**src/rtl/touch_pkg.sv**
```systemverilog
// Shared register map, STATUS/CONTROL bit positions and DATA word layout
// for the Avalon touch-panel sample FIFO.
package touch_pkg;

    typedef enum logic [2:0] {
        REG_DATA    = 3'd0,
        REG_STATUS  = 3'd1,
        REG_CONTROL = 3'd2,
        REG_INFO    = 3'd3
    } reg_addr_e;

    localparam int STAT_COUNT_LSB = 0;
    localparam int STAT_COUNT_W   = 7;
    localparam int STAT_EMPTY_BIT = 8;
    localparam int STAT_FULL_BIT  = 9;
    localparam int STAT_OVF_BIT   = 10;
    localparam int STAT_PEN_BIT   = 11;

    localparam int CTRL_EN_BIT  = 0;
    localparam int CTRL_IRQ_BIT = 1;
    localparam int CTRL_THR_LSB = 8;
    localparam int CTRL_THR_W   = 7;

    localparam int DATA_VALID_BIT = 31;
    localparam int DATA_Y_LSB     = 16;
    localparam int DATA_X_LSB     = 0;

    localparam int INFO_DEPTH_LSB = 0;
    localparam int INFO_CW_LSB    = 8;
    localparam int INFO_AVG_LSB   = 16;

    // Coordinates arrive zero-extended to the widest legal COORD_W.
    function automatic logic [31:0] pack_data(input logic [14:0] x, input logic [14:0] y);
        logic [31:0] w;
        w                     = '0;
        w[DATA_VALID_BIT]     = 1'b1;
        w[DATA_Y_LSB +: 15]   = y;
        w[DATA_X_LSB +: 15]   = x;
        return w;
    endfunction

endpackage

```
**src/rtl/touch_coord_fifo.sv**
```systemverilog
// Power-of-two coordinate FIFO. A push into a full FIFO is accepted only
// when a pop of a valid entry happens in the same cycle.
module touch_coord_fifo #(
    parameter int W     = 24,
    parameter int DEPTH = 8
) (
    input  logic                         clock,
    input  logic                         reset_n,
    input  logic                         push,
    input  logic [W-1:0]                 push_data,
    input  logic                         pop,
    output logic [W-1:0]                 pop_data,
    output logic                         full,
    output logic                         empty,
    output logic [$clog2(DEPTH+1)-1:0]   count
);

    localparam int PW = $clog2(DEPTH);
    localparam int CW = $clog2(DEPTH+1);

    logic [W-1:0]  mem_q [DEPTH];
    logic [PW-1:0] wr_ptr_q, wr_ptr_d;
    logic [PW-1:0] rd_ptr_q, rd_ptr_d;
    logic [CW-1:0] count_q, count_d;
    logic          push_ok, pop_ok;

    assign full     = (count_q == CW'(DEPTH));
    assign empty    = (count_q == '0);
    assign count    = count_q;
    assign pop_data = mem_q[rd_ptr_q];

    // Pointers wrap naturally because DEPTH is a power of two.
    always_comb begin
        pop_ok   = pop & ~empty;
        push_ok  = push & (~full | pop_ok);
        wr_ptr_d = wr_ptr_q + PW'(push_ok);
        rd_ptr_d = rd_ptr_q + PW'(pop_ok);
        count_d  = count_q + CW'(push_ok) - CW'(pop_ok);
    end

    always_ff @(posedge clock or negedge reset_n) begin
        if (!reset_n) begin
            wr_ptr_q <= '0;
            rd_ptr_q <= '0;
            count_q  <= '0;
        end else begin
            wr_ptr_q <= wr_ptr_d;
            rd_ptr_q <= rd_ptr_d;
            count_q  <= count_d;
        end
    end

    always_ff @(posedge clock) begin
        if (push_ok) begin
            mem_q[wr_ptr_q] <= push_data;
        end
    end

endmodule

```
**src/rtl/avalon_touch_fifo.sv**
```systemverilog
// Avalon-MM touch-panel sample FIFO with threshold/overflow interrupt.
// Define TOUCH_AVG_EN to average 2^AVG_LOG2 samples per FIFO entry.
module avalon_touch_fifo
    import touch_pkg::*;
#(
    parameter int COORD_W  = 12,
    parameter int DEPTH    = 8,
    parameter int AVG_LOG2 = 2
) (
    input  logic               clock,
    input  logic               reset_n,
    input  logic               chipselect,
    input  logic               read,
    input  logic               write,
    input  logic [2:0]         address,
    input  logic [31:0]        writedata,
    output logic [31:0]        readdata,
    output logic               int_uc,
    input  logic               sample_valid,
    input  logic [COORD_W-1:0] sample_x,
    input  logic [COORD_W-1:0] sample_y,
    input  logic               pen_down
);

    localparam int CW = $clog2(DEPTH+1);

    logic                  enable_q, enable_d;
    logic                  irq_en_q, irq_en_d;
    logic [CTRL_THR_W-1:0] threshold_q, threshold_d;
    logic                  overflow_q, overflow_d;
    logic [31:0]           readdata_q, readdata_d;

    logic                  push, pop, full, empty;
    logic [COORD_W-1:0]    push_x, push_y;
    logic [2*COORD_W-1:0]  pop_data;
    logic [CW-1:0]         count;
    logic [31:0]           status_word, ctrl_word, info_word;
    logic [CTRL_THR_W-1:0] thr_eff;
    logic                  rd_strobe, wr_strobe;
    logic                  unused_cfg;

    assign rd_strobe  = chipselect & read;
    assign wr_strobe  = chipselect & write;
    assign readdata   = readdata_q;
    assign unused_cfg = ^{writedata[31:15], writedata[7:2], 4'(AVG_LOG2)};

`ifdef TOUCH_AVG_EN
    localparam int SW   = COORD_W + AVG_LOG2;
    localparam int CNTW = (AVG_LOG2 > 0) ? AVG_LOG2 : 1;

    logic [SW-1:0]   sum_x_q, sum_x_d, sum_y_q, sum_y_d, sum_x_nx, sum_y_nx;
    logic [CNTW-1:0] smp_cnt_q, smp_cnt_d;

    // The completing sample is pushed in its own cycle, so the sums never hold a full set.
    always_comb begin
        sum_x_d   = sum_x_q;
        sum_y_d   = sum_y_q;
        smp_cnt_d = smp_cnt_q;
        sum_x_nx  = sum_x_q + SW'(sample_x);
        sum_y_nx  = sum_y_q + SW'(sample_y);
        push      = 1'b0;
        push_x    = '0;
        push_y    = '0;
        if (!enable_q || !pen_down) begin
            sum_x_d   = '0;
            sum_y_d   = '0;
            smp_cnt_d = '0;
        end else if (sample_valid) begin
            if (smp_cnt_q == CNTW'(2**AVG_LOG2 - 1)) begin
                push      = 1'b1;
                push_x    = COORD_W'(sum_x_nx >> AVG_LOG2);
                push_y    = COORD_W'(sum_y_nx >> AVG_LOG2);
                sum_x_d   = '0;
                sum_y_d   = '0;
                smp_cnt_d = '0;
            end else begin
                sum_x_d   = sum_x_nx;
                sum_y_d   = sum_y_nx;
                smp_cnt_d = smp_cnt_q + CNTW'(1);
            end
        end
    end

    always_ff @(posedge clock or negedge reset_n) begin
        if (!reset_n) begin
            sum_x_q   <= '0;
            sum_y_q   <= '0;
            smp_cnt_q <= '0;
        end else begin
            sum_x_q   <= sum_x_d;
            sum_y_q   <= sum_y_d;
            smp_cnt_q <= smp_cnt_d;
        end
    end
`else
    assign push   = sample_valid & enable_q & pen_down;
    assign push_x = sample_x;
    assign push_y = sample_y;
`endif

    touch_coord_fifo #(
        .W     (2*COORD_W),
        .DEPTH (DEPTH)
    ) u_fifo (
        .clock     (clock),
        .reset_n   (reset_n),
        .push      (push),
        .push_data ({push_y, push_x}),
        .pop       (pop),
        .pop_data  (pop_data),
        .full      (full),
        .empty     (empty),
        .count     (count)
    );

    always_comb begin
        status_word                                 = '0;
        status_word[STAT_COUNT_LSB +: STAT_COUNT_W] = STAT_COUNT_W'(count);
        status_word[STAT_EMPTY_BIT]                 = empty;
        status_word[STAT_FULL_BIT]                  = full;
        status_word[STAT_OVF_BIT]                   = overflow_q;
        status_word[STAT_PEN_BIT]                   = pen_down;
        ctrl_word                                   = '0;
        ctrl_word[CTRL_EN_BIT]                      = enable_q;
        ctrl_word[CTRL_IRQ_BIT]                     = irq_en_q;
        ctrl_word[CTRL_THR_LSB +: CTRL_THR_W]       = threshold_q;
        info_word                                   = '0;
        info_word[INFO_DEPTH_LSB +: 8]              = 8'(DEPTH);
        info_word[INFO_CW_LSB +: 8]                 = 8'(COORD_W);
`ifdef TOUCH_AVG_EN
        info_word[INFO_AVG_LSB +: 4]                = 4'(AVG_LOG2);
`endif
    end

    // A dropped push (full, no pop this cycle) outranks a same-cycle overflow clear.
    always_comb begin
        readdata_d  = readdata_q;
        pop         = 1'b0;
        enable_d    = enable_q;
        irq_en_d    = irq_en_q;
        threshold_d = threshold_q;
        overflow_d  = overflow_q;
        if (rd_strobe) begin
            case (address)
                REG_DATA: begin
                    if (!empty) begin
                        readdata_d = pack_data(15'(pop_data[COORD_W-1:0]),
                                               15'(pop_data[2*COORD_W-1:COORD_W]));
                        pop        = 1'b1;
                    end else begin
                        readdata_d = '0;
                    end
                end
                REG_STATUS:  readdata_d = status_word;
                REG_CONTROL: readdata_d = ctrl_word;
                REG_INFO:    readdata_d = info_word;
                default:     readdata_d = '0;
            endcase
        end
        if (wr_strobe) begin
            case (address)
                REG_STATUS: begin
                    if (writedata[STAT_OVF_BIT]) overflow_d = 1'b0;
                end
                REG_CONTROL: begin
                    enable_d    = writedata[CTRL_EN_BIT];
                    irq_en_d    = writedata[CTRL_IRQ_BIT];
                    threshold_d = writedata[CTRL_THR_LSB +: CTRL_THR_W];
                end
                default: ;
            endcase
        end
        if (push && full && !pop) overflow_d = 1'b1;
    end

    assign thr_eff = (threshold_q == '0) ? CTRL_THR_W'(1) : threshold_q;
    assign int_uc  = irq_en_q & ((8'(count) >= 8'(thr_eff)) | overflow_q);

    always_ff @(posedge clock or negedge reset_n) begin
        if (!reset_n) begin
            enable_q    <= 1'b0;
            irq_en_q    <= 1'b0;
            threshold_q <= '0;
            overflow_q  <= 1'b0;
            readdata_q  <= '0;
        end else begin
            enable_q    <= enable_d;
            irq_en_q    <= irq_en_d;
            threshold_q <= threshold_d;
            overflow_q  <= overflow_d;
            readdata_q  <= readdata_d;
        end
    end

endmodule

```
**config.mk**
```make
export PLATFORM = sky130hd
export DESIGN_NAME = avalon_touch_fifo
export DESIGN_NICKNAME = d
export VERILOG_FILES = /design/src/rtl/touch_pkg.sv /design/src/rtl/touch_coord_fifo.sv /design/src/rtl/avalon_touch_fifo.sv
export SDC_FILE = /design/constraint.sdc
export NUM_CORES = 1
export LEC_CHECK = 0
export CORE_ASPECT_RATIO = 0.6
export CORE_MARGIN = 2
export CORE_UTILIZATION = 45
export DETAILED_ROUTE_END_ITERATION = 7
export PLACE_DENSITY_LB_ADDON = 0.12
export SLEW_MARGIN = 20
export SYNTH_ARGS = -nofsm -noshare
export SYNTH_HDL_FRONTEND = slang
export SYNTH_SLANG_ARGS = --single-unit
```
**constraint.sdc**
```tcl
create_clock -name clock -period 5.9 [get_ports clock]
set_input_delay 0.59 -clock clock [delete_from_list [all_inputs] [get_ports clock]]
set_output_delay 0.59 -clock clock [all_outputs]
set_load 0.05 [all_outputs]
```
==> results of run 1 <==
-- through the flow --
stage                     hold WS (ns)  power (W)  std cells  setup WS, ns
after floorplan                 0.2944   0.002871        476         2.276
after global placement          0.4732   0.003152        803         2.307
after detailed placement        0.4817   0.003174        803         2.275
after CTS                       0.2171   0.004555        845         2.047
after global routing            0.2355   0.004714        845         1.916
final                           0.1792   0.004493        845         2.116
-- flip-flops by register name, summed over array words and instances, names as in the netlist --
name             cells
u_fifo.wr_ptr_q      3
u_fifo.rd_ptr_q      3
overflow_q           1
readdata            28
enable_q             1
u_fifo.mem_q       192
threshold_q          7
u_fifo.count         4
irq_en_q             1
-- worst max-delay path by stage --
stage | end | from | cells past startpoint | slack, ns
detailed placement | u_fifo.mem_q[5][18]$_DFFE_PP_ | address[1] | 5 | 2.28
CTS | int_uc | threshold_q[5]$_DFFE_PN0P_ | 8 | 2.05
floorplan | u_fifo.mem_q[4][0]$_DFFE_PP_ | address[1] | 4 | 2.28
global placement | u_fifo.mem_q[5][15]$_DFFE_PP_ | address[0] | 5 | 2.31
finish | int_uc | threshold_q[5]$_DFFE_PN0P_ | 8 | 2.12
global route | int_uc | threshold_q[5]$_DFFE_PN0P_ | 8 | 1.92
-- cell type report --
type / count / area share (%)
Sequential cell: 240 / 62.35
Multi-Input combinational cell: 201 / 21.12
Timing Repair Buffer: 78 / 6.782
Clock buffer: 34 / 5.876
Tap cell: 273 / 3.055
Clock inverter: 8 / 0.4477
Inverter: 11 / 0.3693
-- critical path, stage by stage (launching register included) --
cell,delay [ns]
sky130_fd_sc_hd__dfrtp_1,0.40
sky130_fd_sc_hd__nor3_1,0.47
sky130_fd_sc_hd__a41o_1,0.30
sky130_fd_sc_hd__ha_1,0.24
sky130_fd_sc_hd__nand2b_1,0.15
sky130_fd_sc_hd__a21o_1,0.19
sky130_fd_sc_hd__a21oi_1,0.13
sky130_fd_sc_hd__o21ai_0,0.10
sky130_fd_sc_hd__clkdlybuf4s50_1,0.71
-- layer usage --
layer	part of all wire [%]	wire, um	vias up
met5	0	0	-
met4	1.6	287	0
met3	5.4	995	24
met2	45	8270	109
met1	48	8882	2342
li1	-	-	2070
-- cells in the mapped netlist, types with 3 or more instances --
cell / count
sky130_fd_sc_hd__ha_1: 14
sky130_fd_sc_hd__dfrtp_1: 48
sky130_fd_sc_hd__a22o_1: 20
sky130_fd_sc_hd__inv_1: 11
sky130_fd_sc_hd__nor3b_1: 3
sky130_fd_sc_hd__xor2_1: 3
sky130_fd_sc_hd__buf_6: 3
sky130_fd_sc_hd__mux2_2: 27
sky130_fd_sc_hd__a22oi_1: 4
sky130_fd_sc_hd__mux2i_1: 6
sky130_fd_sc_hd__mux4_2: 48
sky130_fd_sc_hd__nand2_1: 11
sky130_fd_sc_hd__nor3_1: 3
sky130_fd_sc_hd__nand3_1: 3
sky130_fd_sc_hd__edfxtp_1: 192
sky130_fd_sc_hd__clkbuf_1: 8
sky130_fd_sc_hd__a21o_1: 3
sky130_fd_sc_hd__o21ai_0: 5
sky130_fd_sc_hd__buf_4: 6
sky130_fd_sc_hd__nor2_1: 12
sky130_fd_sc_hd__buf_2: 4
sky130_fd_sc_hd__nand2b_1: 4
sky130_fd_sc_hd__and3_1: 3
sky130_fd_sc_hd__buf_1: 3
sky130_fd_sc_hd__a21oi_1: 5
-- kinds of logic (layout without fill, tap and decap cells) --
| group | after synthesis | in the layout |
|---|---|---|
| adders and majority gates | 15 | 15 |
| and+or+nand+nor | 48 | 48 |
| AOI/OAI and AO/OA | 49 | 49 |
| buffers and inverters | 35 | 131 |
| muxes | 81 | 81 |
| DFF | 240 | 240 |
| xor gates and xnor gates | 4 | 4 |
| other | 1 | 4 |
-- where the power goes --
part	leakage [nW]	switching (W)	internal, W	total (W)
Sequential	2.35	0.000193	0.00195	0.00214
Combinational	1.13	0.000452	0.000521	0.000973
Clock	0.349	0.000600	0.000775	0.00138
Total	3.83	0.00124	0.00325	0.00449
==> qor.txt, run 1 <==
==============================================================================
Commonest non-fill, non-tap cell in the layout .................. sky130_fd_sc_hd__edfxtp_1
Finish-stage setup viols ........................................            0
Fraction of final layout cells sized beyond drive strength 1 ....       22.90%
Fin crit share ..................................................       64.14%
Power density over the cells .................................... 401.9 nW/um^2
Biggest area contributors in the synthesized netlist ............ sky130_fd_sc_hd__edfxtp_1 (61%), sky130_fd_sc_hd__dfrtp_1 (13%), sky130_fd_sc_hd__mux4_2 (11%), sky130_fd_sc_hd__mux2_2 (3.2%), sky130_fd_sc_hd__a22o_1 (1.9%)
Leakage power of the design .....................................     3.832 nW
Utilization of the core after routing ...........................       55.15%
Startpoint of the worst register-to-register path ............... u_fifo.count[2]$_DFF_PN0_
Reg area ........................................................    6970 um^2
Slack of the worst reg-to-reg path ..............................      2.94 ns
Largest family of logic cells by synthesized area ............... multiplexers
Die outline width ...............................................     191.0 um
Fraction of registers with async set/reset ......................       20.00%
Number of H-tree branching levels ...............................            1
Synth Area in Adders ............................................       2.068%
Type of origin of the critical path .............................         flop
Post-CTS resize count ...........................................            0
DRC violation count after routing ...............................            0
Area of the multi-input gates ...................................    2361 um^2
Std-Cell Rows ...................................................           40
End of the worst register-to-register path ...................... u_fifo.mem_q[5][12]$_DFFE_PP_
Multiplexer share of the synthesized area .......................       15.31%
First-pass GRT wire length ......................................     27630 um
Total wire length after detailed routing ........................     18440 um
Number of buffers created by CTS ................................           23
Portion of the post-synthesis area used by sequential elements ..       73.80%
Maximum net fanout on the critical path .........................            3
Fill cells ......................................................         1540
GRT met1 Usage ..................................................       25.26%
Max Cap Violations ..............................................            0
Number of global-route vias before repair .......................         4608
Crit path DAT ...................................................      3.19 ns
Core area .......................................................   20270 um^2
Fraction of the mapped netlist area in simple logic gates .......       2.571%
Number of nets with antenna violations after detailed routing ...            0
WS Path Type ....................................................   reg -> out
Main synth FF type .............................................. sky130_fd_sc_hd__edfxtp_1
Gate count of the mapped netlist ................................          473
Placer Congestion ...............................................       0.8239
Pin count of the biggest net entering global routing ............           49
Synthesized-area fraction occupied by xor and xnor cells ........      0.3711%
Net count reported at finish ....................................          636
Post-CTS setup buffers ..........................................            0
Hold-fix buffers at CTS .........................................            0
Transition time at the pin with the least slew margin ...........    0.9464 ns
Via count .......................................................         4545
Number of buffers on the longest clock path .....................            3
Share of Yosys cell area claimed by the top area cell type ......       61.07%
Number of DRC violations after detailed-routing iteration 0 .....          310
TritonRoute pass-1 iters ........................................            4
Total negative slack for setup checks ...........................         0 ns
Endpoints failing hold ..........................................            0
Post-synth EDFFs ................................................          192
Normalized max-slew margin ......................................       36.76%
Placed Area .....................................................   10470 um^2
Cell type contributing the most total cell area after synthesis . sky130_fd_sc_hd__edfxtp_1
Max-slew violation total from the final report ..................            0
Required time at the endpoint of the critical path ..............      5.31 ns
Clock tree root buffer cell ..................................... sky130_fd_sc_hd__clkbuf_16
Netlist Area Pre-Place ..........................................    9440 um^2
Effective utilization at floorplan ..............................       46.57%
TritonCTS clock tree ............................................        built
Clock-pin transition on the worst setup and hold timing paths ...      0.06 ns
Met3 track demand over resource .................................       3.846%
Total clock sinks ...............................................          240
Maximum frequency from static timing analysis ...................    264.3 MHz
Status ..........................................................    completed
Cell depth of the worst flop-to-flop path .......................            6
Clk_lat worst skew ..............................................      0.50 ns
Kind of path behind the tightest hold check .....................  in -> async
DIE AREA ........................................................   22190 um^2
Global Route met2 Usage .........................................       26.52%
Count of boundary I/O pins ......................................           99
IR Drop Worst-Case VDD ..........................................    0.2510 mV
Growth of design area from synthesis to finish ..................       18.42%
Shortest period the worst path allows ...........................     3.784 ns
Clock skew ......................................................  0.006764 ns
Nature of the critical path endpoint ............................ primary output
Design Area, Final ..............................................   11180 um^2
Count of distinct cell types in the synthesized netlist .........           43
GRT Util Overall ................................................       17.16%
Buffers added on ports ..........................................           71
Setup repair after global routing missed its margin .............           no
Avg Cell Area, Syn ..............................................   19.96 um^2
Register bit total from synthesis ...............................          240
Compound-Gate Fraction of Synth Area ............................       3.923%
Per-cell routed wire length .....................................     21.82 um
Sum of overflow across all layers after global routing ..........            0
Antenna violations before repair ................................            0
Synthesis Warnings ..............................................            0
Post-DR vias/cell ...............................................        5.379
Commonest cells after routing, fill and taps aside .............. sky130_fd_sc_hd__edfxtp_1 (192), sky130_fd_sc_hd__clkdlybuf4s50_1 (70), sky130_fd_sc_hd__mux4_2 (48)
Gr busiest metal ................................................         met2
Sum of net half-perimeters after detailed placement .............     10910 um
Chip Height .....................................................     116.2 um
Ant diodes ......................................................            0
==============================================================================
(Power assumes the default switching activity.)
==> inputs of run 2 (changes only) <==
==> constraint.sdc (replaced) <==
create_clock -name clock -period 3.4 [get_ports clock]
set_input_delay 0.34 -clock clock [delete_from_list [all_inputs] [get_ports clock]]
set_output_delay 0.34 -clock clock [all_outputs]
set_load 0.05 [all_outputs]
==> run 2 against run 1 <==
The flow now finishes with violations (hold timing). Flip-flop and latch count did not move. Wire length rose by 6.3%. Via count rose by 3.9%. Die area did not move. Count of clock-buffer cells in the layout fell by 4. Sequential share of layout area fell by 0.82 points. Final cell count rose by 2.2%. Hold slack got worse by 0.19 ns. Clock power rose by 72%. Largest cell class unchanged.
==> qor.txt, run 2 (same netlist as run 1, synthesis figures left out) <==
============================================================================
Required time at the endpoint of the critical path ............      3.06 ns   -2.25 ns
Total clock sinks .............................................          240   unchanged
Status ........................................................ complete, but fails checks
Crit-path slowest cell ........................................ sky130_fd_sc_hd__dlygate4sd2_1
Highest cell delay on the worst timing path ...................      0.46 ns   -0.25 ns
Ant diodes ....................................................            0   unchanged
Growth of design area from synthesis to finish ................       19.97%
Comb power frac ...............................................        24.2%   +2.5 points
Cell depth of the worst flop-to-flop path .....................            7   +1
Design Area, Final ............................................   11330 um^2   +1.3%
WS Path Type ..................................................   reg -> out
Post-CTS setup buffers ........................................            0   unchanged
Setup repair after global routing missed its margin ...........           no
Transition time at the pin with the least slew margin .........    0.9962 ns   +0.04974 ns
Post-DR vias/cell .............................................        5.465   +1.6%
Leakage power of the design ...................................     3.948 nW   +3.0%
Hold-fix buffers at CTS .......................................            0   unchanged
Largest register FFs ..........................................          192   unchanged
Total negative slack for setup checks .........................         0 ns   unchanged
End of the worst register-to-register path .................... u_fifo.mem_q[5][19]$_DFFE_PP_
Maximum net fanout on the critical path .......................            3   unchanged
Clock skew ....................................................  0.009083 ns   +0.002319 ns
Total net switching power .....................................   0.002159 W   +73%
Number of global-route vias before repair .....................         5017   +8.9%
Number of DRC violations after detailed-routing iteration 0 ...          452   +46%
Nature of the critical path endpoint .......................... primary output
Buffers added on ports ........................................           71   unchanged
Kind of path behind the tightest hold check ...................  in -> async
Crit-path cells ............................................... nor3_1 -> a41o_1 -> ha_1 -> nand2b_1 -> a21o_1 -> a21oi_1 -> o21ai_0 -> dlygate4sd2_1
Fraction of final layout cells sized beyond drive strength 1 ..       24.53%   +1.6 points
Switching power share of the total ............................       27.44%   -0.27 points
Die outline width .............................................     191.0 um   unchanged
First-pass GRT wire length ....................................     30240 um   +9.4%
Shortest period the worst path allows .........................     3.142 ns
Power density over the cells .................................. 694.6 nW/um^2   +73%
Setup slack at placement ......................................    0.2806 ns   -1.995 ns
Type of origin of the critical path ...........................         flop
Clock-pin transition on the worst setup and hold timing paths .      0.06 ns   about the same
Fin crit share ................................................       92.42%
Via count .....................................................         4722   +3.9%
Count of boundary I/O pins ....................................           99   unchanged
Chip Height ...................................................     116.2 um   unchanged
Total wire length after detailed routing ......................     19590 um   +6.3%
Commonest non-fill, non-tap cell in the layout ................ sky130_fd_sc_hd__edfxtp_1
Clock tree root buffer cell ................................... sky130_fd_sc_hd__clkbuf_16
Pin count of the biggest net entering global routing ..........           36   -27%
Failing checks ................................................  hold timing
Internal power ................................................   0.005709 W   +76%
Placed Area ...................................................   10630 um^2   +1.5%
GRT Util Overall ..............................................       18.57%   +1.4 points
Placer Congestion .............................................       0.7907   -4.0%
Finish-stage setup viols ......................................            0   unchanged
DRC violation count after routing .............................            0   unchanged
Crit path DAT .................................................      2.80 ns   -0.39 ns
Max-slew violation total from the final report ................            0   unchanged
Share of total power in sequential cells ......................        45.6%   -2.1 points
Final setup slack of the worst path ...........................    0.2576 ns   -1.858 ns
Number of H-tree branching levels .............................            1   unchanged
Slack of the worst reg-to-reg path ............................      0.71 ns   -2.23 ns
Startpoint of the worst register-to-register path ............. u_fifo.count[2]$_DFF_PN0_
TritonCTS clock tree ..........................................        built
Effective utilization at floorplan ............................       46.57%   unchanged
Largest register by flop count ................................ u_fifo.mem_q
Maximum frequency from static timing analysis .................    318.2 MHz
Number of nets with antenna violations after detailed routing .            0   unchanged
Clk_lat worst skew ............................................      0.50 ns   about the same
Normalized max-slew margin ....................................       33.59%   -3.2 points
Utilization of the core after routing .........................       55.88%   +0.72 points
Fill cells ....................................................         1551   +0.71%
Endpoints failing hold ........................................            4   +4
Number of buffers on the longest clock path ...................            3   unchanged
Sum of overflow across all layers after global routing ........            0   unchanged
Max Cap Violations ............................................            0   unchanged
Per-cell routed wire length ...................................     22.68 um   +3.9%
Sum of net half-perimeters after detailed placement ...........     12190 um   +12%
Commonest cells after routing, fill and taps aside ............ sky130_fd_sc_hd__edfxtp_1 (192), sky130_fd_sc_hd__clkdlybuf4s50_1 (69), sky130_fd_sc_hd__mux4_2 (48)
Clk network pwr share .........................................        30.2%   -0.4 points
TritonRoute pass-1 iters ......................................            4   unchanged
DIE AREA ......................................................   22190 um^2   unchanged
Smallest hold slack ........................................... -0.009226 ns   -0.1884 ns
Antenna violations before repair ..............................            0   unchanged
Post-CTS resize count .........................................            1   +1
IR Drop Worst-Case VDD ........................................    0.3746 mV   +49%
Number of buffers created by CTS ..............................           23   unchanged
Net count reported at finish ..................................          656   +3.1%
Core area .....................................................   20270 um^2   unchanged
Std-Cell Rows .................................................           40   unchanged
============================================================================
==> run 2: changes by cell type in the layout (fill, tap and decap cells not counted), sizes merged <==
cell	delta
clkinvlp	-1
bufinv	+1
inv	-2
clkdlybuf4s50	-1
clkinv	+5
buf	+20
dlygate4sd2	+1
clkbuf	-4
==> run 2: worst max-delay path by stage <==
stage / start / endpoint / cells past startpoint
floorplan: u_fifo.count[2]$_DFF_PN0_ / u_fifo.mem_q[4][0]$_DFFE_PP_ / 6
global placement: address[1] / u_fifo.mem_q[5][8]$_DFFE_PP_ / 6
detailed placement: address[1] / u_fifo.mem_q[5][8]$_DFFE_PP_ / 6
CTS: threshold_q[5]$_DFFE_PN0P_ / int_uc / 8
global route: threshold_q[5]$_DFFE_PN0P_ / int_uc / 8
finish: threshold_q[5]$_DFFE_PN0P_ / int_uc / 8
==> run 2: power groups by stage <==
| stage | registers [W] | clock network [W] | logic (W) |
|---|---|---|---|
| 2_1_floorplan | 0.00370 | 0 | 0.00129 |
| 3_3_place_gp | 0.00364 | 0 | 0.00191 |
| 3_5_place_dp | 0.00365 | 0 | 0.00193 |
| 4_1_cts | 0.00359 | 0.00243 | 0.00194 |
| 5_1_grt | 0.00362 | 0.00255 | 0.00207 |
| 6_report | 0.00359 | 0.00238 | 0.00190 |
==> run 2: through the flow <==
stage	cells	power, W
finish	864	0.007867
detailed placement	823	0.005574
CTS	864	0.007960
global route	864	0.008244
floorplan	476	0.004982
global placement	823	0.005541
==> run 2: area by class of cell <==
class / instances / area [um^2] / share of cell area, %
clock buffers: 30 / 621.8 / 5.490
clock inverters: 11 / 76.32 / 0.6739
inverters: 11 / 41.29 / 0.3646
multi-input cells: 201 / 2331 / 20.58
flip-flops and latches: 240 / 6969 / 61.53
well taps: 273 / 341.6 / 3.016
repair buffers: 98 / 944.7 / 8.341
==> run 2: critical path, delay by kind of cell (launching register included) <==
kind | cells | cell delay [ns]
AO/OA/AOI/OAI | 4 | 0.72
adder cells (fa/ha/maj) | 1 | 0.22
buffers and inverters | 1 | 0.46
flip-flops | 1 | 0.39
AND/OR/NAND/NOR | 2 | 0.52
==> run 2: per-layer routing <==
metal  vias up  GRT usage, %  wire [um]
li1       2110             -          -
met1      2481         28.24       9647
met2       108         28.89       8832
met3        23         2.885        858
met4         0         3.773        255
met5         -             0          0
